**config.mk**
```make
export PLATFORM = sky130hd
export DESIGN_NAME = sliding_attack_scanner_flat
export DESIGN_NICKNAME = d
export VERILOG_FILES = /design/src/rtl/chesstypes.sv /design/src/rtl/sliding_attack_scanner_if.sv /design/src/rtl/sliding_attack_scanner_ray_step.sv /design/src/rtl/sliding_attack_scanner.sv /design/src/flat_wrapper.sv
export SDC_FILE = /design/constraint.sdc
export NUM_CORES = 1
export LEC_CHECK = 0
export CAP_MARGIN = 20
export CORE_MARGIN = 5
export CORE_UTILIZATION = 35
export CTS_CLUSTER_DIAMETER = 120
export DETAILED_ROUTE_END_ITERATION = 6
export PLACE_DENSITY = 0.85
export SLEW_MARGIN = 20
export SYNTH_ARGS = -nofsm -noshare
export SYNTH_HDL_FRONTEND = slang
export SYNTH_HIERARCHICAL = 1
export SYNTH_SLANG_ARGS = --single-unit
export TNS_END_PERCENT = 30
```
**constraint.sdc**
```tcl
create_clock -name clk -period 4.2 [get_ports clk]
set_input_delay 1.05 -clock clk [delete_from_list [all_inputs] [get_ports clk]]
set_output_delay 1.05 -clock clk [all_outputs]
set_load 0.03 [all_outputs]
```
**src/rtl/chesstypes.sv**
```systemverilog
// Shared chess types plus the direction tables and a direction search helper
// used by the ray-walking attack scanners.
package chesstypes;

  typedef enum logic {WHITE = 1'b0, BLACK = 1'b1} color_t;

  typedef enum logic [2:0] {EMPTY, PAWN, KNIGHT, BISHOP, ROOK, QUEEN, KING} piece_t;

  typedef struct packed {
    piece_t piece;
    color_t color;
  } fullpiece_t;

  // Even directions are orthogonal, odd directions are diagonal.
  typedef enum logic [2:0] {DIR_N, DIR_NE, DIR_E, DIR_SE, DIR_S, DIR_SW, DIR_W, DIR_NW} dir_t;

  typedef enum logic [1:0] {ST_IDLE, ST_SCAN, ST_DONE} scan_state_t;

  localparam logic signed [3:0] DIR_DROW [8] = '{4'sd1, 4'sd1, 4'sd0, -4'sd1, -4'sd1, -4'sd1, 4'sd0, 4'sd1};
  localparam logic signed [3:0] DIR_DCOL [8] = '{4'sd0, 4'sd1, 4'sd1, 4'sd1, 4'sd0, -4'sd1, -4'sd1, -4'sd1};

  // Lowest enabled direction at or above 'from'; bit 3 flags that one exists.
  function automatic logic [3:0] find_dir(logic [1:0] mode, logic [3:0] from);
    logic [3:0] r;
    r = 4'b0;
    for (int i = 7; i >= 0; i--) begin
      if ((4'(i) >= from) && (((i % 2) == 1) ? mode[1] : mode[0])) r = {1'b1, 3'(i)};
    end
    return r;
  endfunction

endpackage

```
**src/rtl/sliding_attack_scanner_if.sv**
```systemverilog
// Request/result bundle between a requester and the sliding attack scanner.
interface sliding_attack_scanner_if;
  import chesstypes::*;

  // start is a single-cycle request honoured only while busy=0; field,
  // attacker and mode are sampled on that edge. board must stay stable
  // while busy=1. done pulses for one cycle with attacked/attacker_field
  // valid, and those hold until the next accepted start.
  logic             start;
  logic [5:0]       field;
  color_t           attacker;
  logic [1:0]       mode;
  fullpiece_t [63:0] board;
  logic             busy;
  logic             done;
  logic             attacked;
  logic [5:0]       attacker_field;
  scan_state_t      dbg_state;

  modport master (
    output start, field, attacker, mode, board,
    input  busy, done, attacked, attacker_field, dbg_state
  );

  modport slave (
    input  start, field, attacker, mode, board,
    output busy, done, attacked, attacker_field, dbg_state
  );

endinterface

```
**src/rtl/sliding_attack_scanner_ray_step.sv**
```systemverilog
// Combinational square stepper: square k steps from field along direction d,
// with an off-board flag.
module ray_step
  import chesstypes::*;
(
  input  logic [5:0] field_i,
  input  dir_t       d_i,
  input  logic [2:0] k_i,
  output logic [5:0] sq_o,
  output logic       offboard_o
);

  logic signed [3:0] row_s, col_s, k_s, row_n, col_n;

  // Deltas are only -1/0/+1, so add/subtract k instead of multiplying.
  // Any 4-bit signed overflow past 7 wraps negative and reads as off-board.
  always_comb begin
    row_s = signed'({1'b0, field_i[5:3]});
    col_s = signed'({1'b0, field_i[2:0]});
    k_s   = signed'({1'b0, k_i});
    if (DIR_DROW[d_i] > 4'sd0)      row_n = row_s + k_s;
    else if (DIR_DROW[d_i] < 4'sd0) row_n = row_s - k_s;
    else                            row_n = row_s;
    if (DIR_DCOL[d_i] > 4'sd0)      col_n = col_s + k_s;
    else if (DIR_DCOL[d_i] < 4'sd0) col_n = col_s - k_s;
    else                            col_n = col_s;
    offboard_o = row_n[3] | col_n[3];
    sq_o       = {row_n[2:0], col_n[2:0]};
  end

endmodule

```
**src/rtl/sliding_attack_scanner.sv**
```systemverilog
// Multi-cycle sliding attack detector: walks the enabled rays from a target
// square one square per clock and reports the first attacker found.
module sliding_attack_scanner
  import chesstypes::*;
#(
  parameter int MAX_RANGE    = 7,
  parameter bit INCLUDE_KING = 1'b1
) (
  input  logic clk,
  input  logic rst_n,
  sliding_attack_scanner_if.slave bus
);

  localparam logic [2:0] K_MAX = 3'(MAX_RANGE);

  scan_state_t state_q;
  logic [5:0]  field_q;
  color_t      attacker_q;
  logic [1:0]  mode_q;
  dir_t        d_q;
  logic [2:0]  k_q;
  logic        busy_q, done_q, attacked_q;
  logic [5:0]  attacker_field_q;

  logic [5:0]  sq_idx;
  logic        offboard;
  fullpiece_t  sq_piece;
  logic        piece_match, hit, empty_sq;
  logic [3:0]  first_dir, next_dir;

  ray_step u_ray_step (
    .field_i    (field_q),
    .d_i        (d_q),
    .k_i        (k_q),
    .sq_o       (sq_idx),
    .offboard_o (offboard)
  );

  always_comb begin
    sq_piece = bus.board[sq_idx];
    if (d_q[0]) piece_match = (sq_piece.piece == BISHOP) || (sq_piece.piece == QUEEN);
    else        piece_match = (sq_piece.piece == ROOK)   || (sq_piece.piece == QUEEN);
    if (INCLUDE_KING && (k_q == 3'd1) && (sq_piece.piece == KING)) piece_match = 1'b1;
    empty_sq  = !offboard && (sq_piece.piece == EMPTY);
    hit       = !offboard && (sq_piece.piece != EMPTY) && (sq_piece.color == attacker_q) && piece_match;
    first_dir = find_dir(bus.mode, 4'd0);
    next_dir  = find_dir(mode_q, {1'b0, d_q} + 4'd1);
  end

  always_ff @(posedge clk or negedge rst_n) begin
    if (!rst_n) begin
      state_q          <= ST_IDLE;
      field_q          <= 6'd0;
      attacker_q       <= WHITE;
      mode_q           <= 2'b00;
      d_q              <= DIR_N;
      k_q              <= 3'd1;
      busy_q           <= 1'b0;
      done_q           <= 1'b0;
      attacked_q       <= 1'b0;
      attacker_field_q <= 6'd0;
    end else begin
      case (state_q)
        ST_IDLE: begin
          done_q <= 1'b0;
          if (bus.start) begin
            field_q          <= bus.field;
            attacker_q       <= bus.attacker;
            mode_q           <= bus.mode;
            attacked_q       <= 1'b0;
            attacker_field_q <= 6'd0;
            busy_q           <= 1'b1;
            k_q              <= 3'd1;
            if (first_dir[3]) begin
              d_q     <= dir_t'(first_dir[2:0]);
              state_q <= ST_SCAN;
            end else begin
              state_q <= ST_DONE;
              done_q  <= 1'b1;
            end
          end
        end
        ST_SCAN: begin
          if (hit) begin
            attacked_q       <= 1'b1;
            attacker_field_q <= sq_idx;
            state_q          <= ST_DONE;
            done_q           <= 1'b1;
          end else if (empty_sq && (k_q != K_MAX)) begin
            k_q <= k_q + 3'd1;
          end else if (next_dir[3]) begin
            // Off-board, blocked, or range exhausted: move to the next ray.
            d_q <= dir_t'(next_dir[2:0]);
            k_q <= 3'd1;
          end else begin
            state_q <= ST_DONE;
            done_q  <= 1'b1;
          end
        end
        ST_DONE: begin
          done_q  <= 1'b0;
          busy_q  <= 1'b0;
          d_q     <= DIR_N;
          k_q     <= 3'd1;
          state_q <= ST_IDLE;
        end
        default: state_q <= ST_IDLE;
      endcase
    end
  end

  assign bus.busy           = busy_q;
  assign bus.done           = done_q;
  assign bus.attacked       = attacked_q;
  assign bus.attacker_field = attacker_field_q;
  assign bus.dbg_state      = state_q;

endmodule

```
**src/flat_wrapper.sv**
```systemverilog
// flat-port wrapper written by rule: the top's interface ports become plain ports
module sliding_attack_scanner_flat import chesstypes::*;
#(
  parameter int MAX_RANGE    = 7,
  parameter bit INCLUDE_KING = 1'b1
)
  (clk, rst_n, bus_start, bus_field, bus_attacker, bus_mode, bus_board, bus_busy, bus_done, bus_attacked, bus_attacker_field, bus_dbg_state);
  sliding_attack_scanner_if bus_i ();
  input  logic clk;
  input  logic rst_n;
  input wire logic [$bits(bus_i.start)-1:0] bus_start;
  input wire logic [$bits(bus_i.field)-1:0] bus_field;
  input wire logic [$bits(bus_i.attacker)-1:0] bus_attacker;
  input wire logic [$bits(bus_i.mode)-1:0] bus_mode;
  input wire logic [$bits(bus_i.board)-1:0] bus_board;
  output wire logic [$bits(bus_i.busy)-1:0] bus_busy;
  output wire logic [$bits(bus_i.done)-1:0] bus_done;
  output wire logic [$bits(bus_i.attacked)-1:0] bus_attacked;
  output wire logic [$bits(bus_i.attacker_field)-1:0] bus_attacker_field;
  output wire logic [$bits(bus_i.dbg_state)-1:0] bus_dbg_state;
  assign bus_i.start = bus_start;
  assign bus_i.field = bus_field;
  assign bus_i.attacker = bus_attacker;
  assign bus_i.mode = bus_mode;
  assign bus_i.board = bus_board;
  assign bus_busy = bus_i.busy;
  assign bus_done = bus_i.done;
  assign bus_attacked = bus_i.attacked;
  assign bus_attacker_field = bus_i.attacker_field;
  assign bus_dbg_state = bus_i.dbg_state;
  sliding_attack_scanner #(.MAX_RANGE(MAX_RANGE), .INCLUDE_KING(INCLUDE_KING)) u_core (.clk(clk), .rst_n(rst_n), .bus(bus_i));
endmodule
```
==> results.py <==
metrics = {
    "power": {
        "intPower_w": 0.00374,
        "power.total_w": 0.00695,
        "swShare_pct": 46.1,
        "ir_drop_mv": 0.579,
        "power.switching_w": 0.00321,
        "power_leakage_nw": 3.15,
        "p_seq_share_pct": 6.2,
        "pwr-share-clk_pct": 3.1,
        "power_density_nw_per_um2": 871,
        "pwr-share-comb_pct": 90.7,
    },
    "detailed_routing": {
        "drc": 0,
        "met1_length_um": 6970,
        "vias_per_cell": 5.57,
        "vias": 5040,
        "top_layer_used": "met4",
        "first_pass_iters": 5,
        "dr_wl_met2_um": 10800,
        "drt_wl_total_um": 19400,
        "dr.first_iter.drc_count": 374,
        "wl_per_cell_um": 21.4,
        "ant_nets": 0,
        "wl_met3_um": 1220,
    },
    "clocking": {
        "cts_hold_buf": 0,
        "cts_root_buf": "clkbuf_16",
        "insertion_delay_ps": 260,
        "tritoncts": "yes",
        "clock-sinks": 26,
        "htreeDepth": 1,
        "clockBufferDepth": 2,
        "clkTransAtPathRegs_ps": 70,
        "numCtsBuffers": 3,
    },
    "setup_path": {
        "critPathArrivalTime_ps": 4620,
        "cp.required_ps": 4360,
        "critPathMaxFanout": 7,
        "start_kind": "flip-flop",
        "setup.worst_path.class": "reg -> reg",
        "rr_startpoint": "u_core/k_q[0]",
        "cp-startpoint": "u_core/k_q[0]",
        "end_kind": "flip-flop",
    },
    "logic_synthesis": {
        "syn_inst": 440,
        "synth_edf_count": 0,
        "synth_cell_types": 67,
        "syn_area_per_cell_sq_um": 10.3,
        "synth_seq_cells": 26,
        "synthTopCellsByArea": "mux4_2 26%, dfrtp_1 14%, mux2i_1 7.5%",
        "yosysSeqAreaShare_pct": 14.4,
        "yosys-top-cells-count": "52 x mux4_2, 38 x nand2_1, 34 x mux2i_1",
        "syn_area_sq_um": 4520,
        "yosys_warnings": 6,
        "yosysTopAreaCellShare_pct": 25.9,
        "async_reset_ff_share_pct": 100,
        "synth_flop_cell": "dfrtp_1",
        "syn-num-nets": 735,
        "synth_area_leader_cell": "mux4_2",
        "yosysMostFrequentCell": "mux4_2",
    },
    "placement": {
        "port_buffers": 278,
        "dp_hpwl_um": 16600,
        "finalWeightedCongestion": 0.941,
    },
    "die": {
        "io_pins": 279,
        "die_area_sq_um": 15300,
        "die_height_um": 124,
        "initial_utilization_pct": 35.8,
        "core_sq_um": 12600,
        "rows": 41,
        "die_w_um": 124,
    },
    "grt": {
        "grt_pass1_vias": 5518,
        "grt_pass1_wl_um": 28500,
        "grt_max_degree": 46,
        "antenna_found_initial": 0,
        "grtUsageTotal_pct": 23.8,
        "grt_overflow_total": 0,
    },
    "timing": {
        "layout_setup_ws_ps": -258,
        "min_period_over_period_pct": 106,
        "worstMarginPinSlew_ps": 911,
        "slew_headroom_pct": 39.3,
        "setup_violations": 16,
        "hold_viol": 0,
        "finalSetupTns_ps": -2420,
        "rsz0062_at_grt": "yes",
        "timing.fmax_mhz": 224,
        "period_needed_ps": 4460,
        "slew_viol_final": 0,
        "clock-skew-final_ps": 2.98,
    },
    "status": {
        "violations": "setup timing",
        "outcome": "finished, violations left",
    },
    "min_path": {
        "worstHoldStart": "u_core/bus.done",
        "hold_path_class": "reg -> reg",
    },
    "layout": {
        "drive_gt1_share_pct": 22.5,
        "diodes": 0,
        "syn_to_final_growth_pct": 76.4,
        "fin_util_pct": 63.2,
        "fin_nets": 1029,
    },
    "job": {
        "maxCapViolCount": 0,
    },
}
## power groups by stage
stage / Combinational [W] / Sequential, W / Clock [W]
2_1_floorplan: 0.00388 / 0.000460 / 0
3_3_place_gp: 0.00548 / 0.000419 / 0
3_5_place_dp: 0.00566 / 0.000422 / 0
4_1_cts: 0.00588 / 0.000420 / 0.000220
5_1_grt: 0.00674 / 0.000446 / 0.000232
6_report: 0.00630 / 0.000430 / 0.000217
## worst paths after layout
check / cells after the start / endpoint / slack (ps)
max: 17 / u_core/bus.dbg_state[0] / -260
min reg2reg: 1 / u_core/bus.done / 540
min in group asynchronous: 2 / u_core/mode_q[0] / 1160
max in group asynchronous: 2 / u_core/k_q[0] / 2740
min: 1 / u_core/bus.done / 540
max reg2reg: 17 / u_core/bus.dbg_state[0] / -260
## critical path, stage by stage, from the launching register on
cell and delay, ps:
dfstp_2 570, ha_2 200, fa_1 410, mux2i_1 140, nor2_1 90, a21oi_4 230
clkbuf_16 200, mux4_2 300, mux4_2 470, mux2_4 290, mux2i_1 130, buf_4 170
nor2b_4 150, a211oi_2 80, or3_4 360, buf_6 150, and3_4 170, o32ai_2 260
## flip-flops by register name, summed over array words and instances (netlist names)
signal and cells:
u_core/bus.done 1, u_core/d_q 3, u_core/mode_q 2, u_core/field_q 6
u_core/bus.attacked 1, u_core/k_q 3, u_core/attacker_q 1, u_core/bus.dbg_state 2
u_core/bus.busy 1, u_core/bus.attacker_field 6
## through the flow
stage	worst slack, ps	area, sq um	std cells	hold WS, ps
6_report	-258	7980	905	541
5_1_grt	-400	7980	905	562
4_1_cts	-188	7840	903	536
3_5_place_dp	-265	7700	897	521
3_3_place_gp	-95.1	7700	897	522
2_1_floorplan	3.15	4540	440	493
## repair_timing
| item | in CTS | in global routing |
|---|---|---|
| gates cloned | 0 | 1 |
| setup buffers | 2 | 1 |
| pin swaps | 0 | 2 |
| gates resized for setup | 10 | 21 |
| endpoints found under the setup margin | 16 | 16 |
| endpoints found under the hold margin | 0 | 0 |
## final cells by class
class	instances	area, sq um
sequential	26	653
tap	172	215
inverter	23	86.3
fill	1026	4640
clock buffer	4	78.8
timing repair buffer	323	3220
multi-input combinational	357	3720
## logic make-up (layout without fill, tap and decap cells)
logic type | count (synthesis) | after routing | share of synthesized area (%)
compound gates | 100 | 100 | 16.3
xor+xnor | 3 | 3 | 0.581
fa+ha+maj | 27 | 27 | 8.14
buf+inv | 57 | 350 | 7.03
flops | 26 | 26 | 14.4
mux | 105 | 105 | 39.2
simple gates | 122 | 122 | 14.3
## layout by cell type, fill, tap and decap left out, types with 5 or more instances in the layout
| master | netlist | final |
|---|---|---|
| o211ai_2 | 5 | 5 |
| mux2_4 | 5 | 6 |
| nand3b_1 | 6 | 6 |
| ha_1 | 23 | 21 |
| inv_1 | 23 | 22 |
| buf_4 | 3 | 35 |
| nand2_1 | 38 | 38 |
| a21oi_1 | 15 | 13 |
| nor2b_1 | 10 | 8 |
| nand3_1 | 11 | 11 |
| o22ai_1 | 12 | 12 |
| o21ai_0 | 20 | 17 |
| mux4_2 | 52 | 52 |
| nor2_1 | 23 | 22 |
| dfrtp_1 | 25 | 24 |
| mux2i_1 | 34 | 34 |
| a31oi_1 | 5 | 5 |
| a22oi_1 | 10 | 9 |
| clkdlybuf4s50_1 | 0 | 278 |
| mux2_2 | 12 | 11 |
## layer usage
metal / up-vias / track usage (%)
met4: 0 / 4.91
met1: 2461 / 27.4
met2: 229 / 45.7
met5: - / 0
met3: 37 / 4.13
li1: 2313 / -
Note: power is estimated with default switching activity, not from simulation.
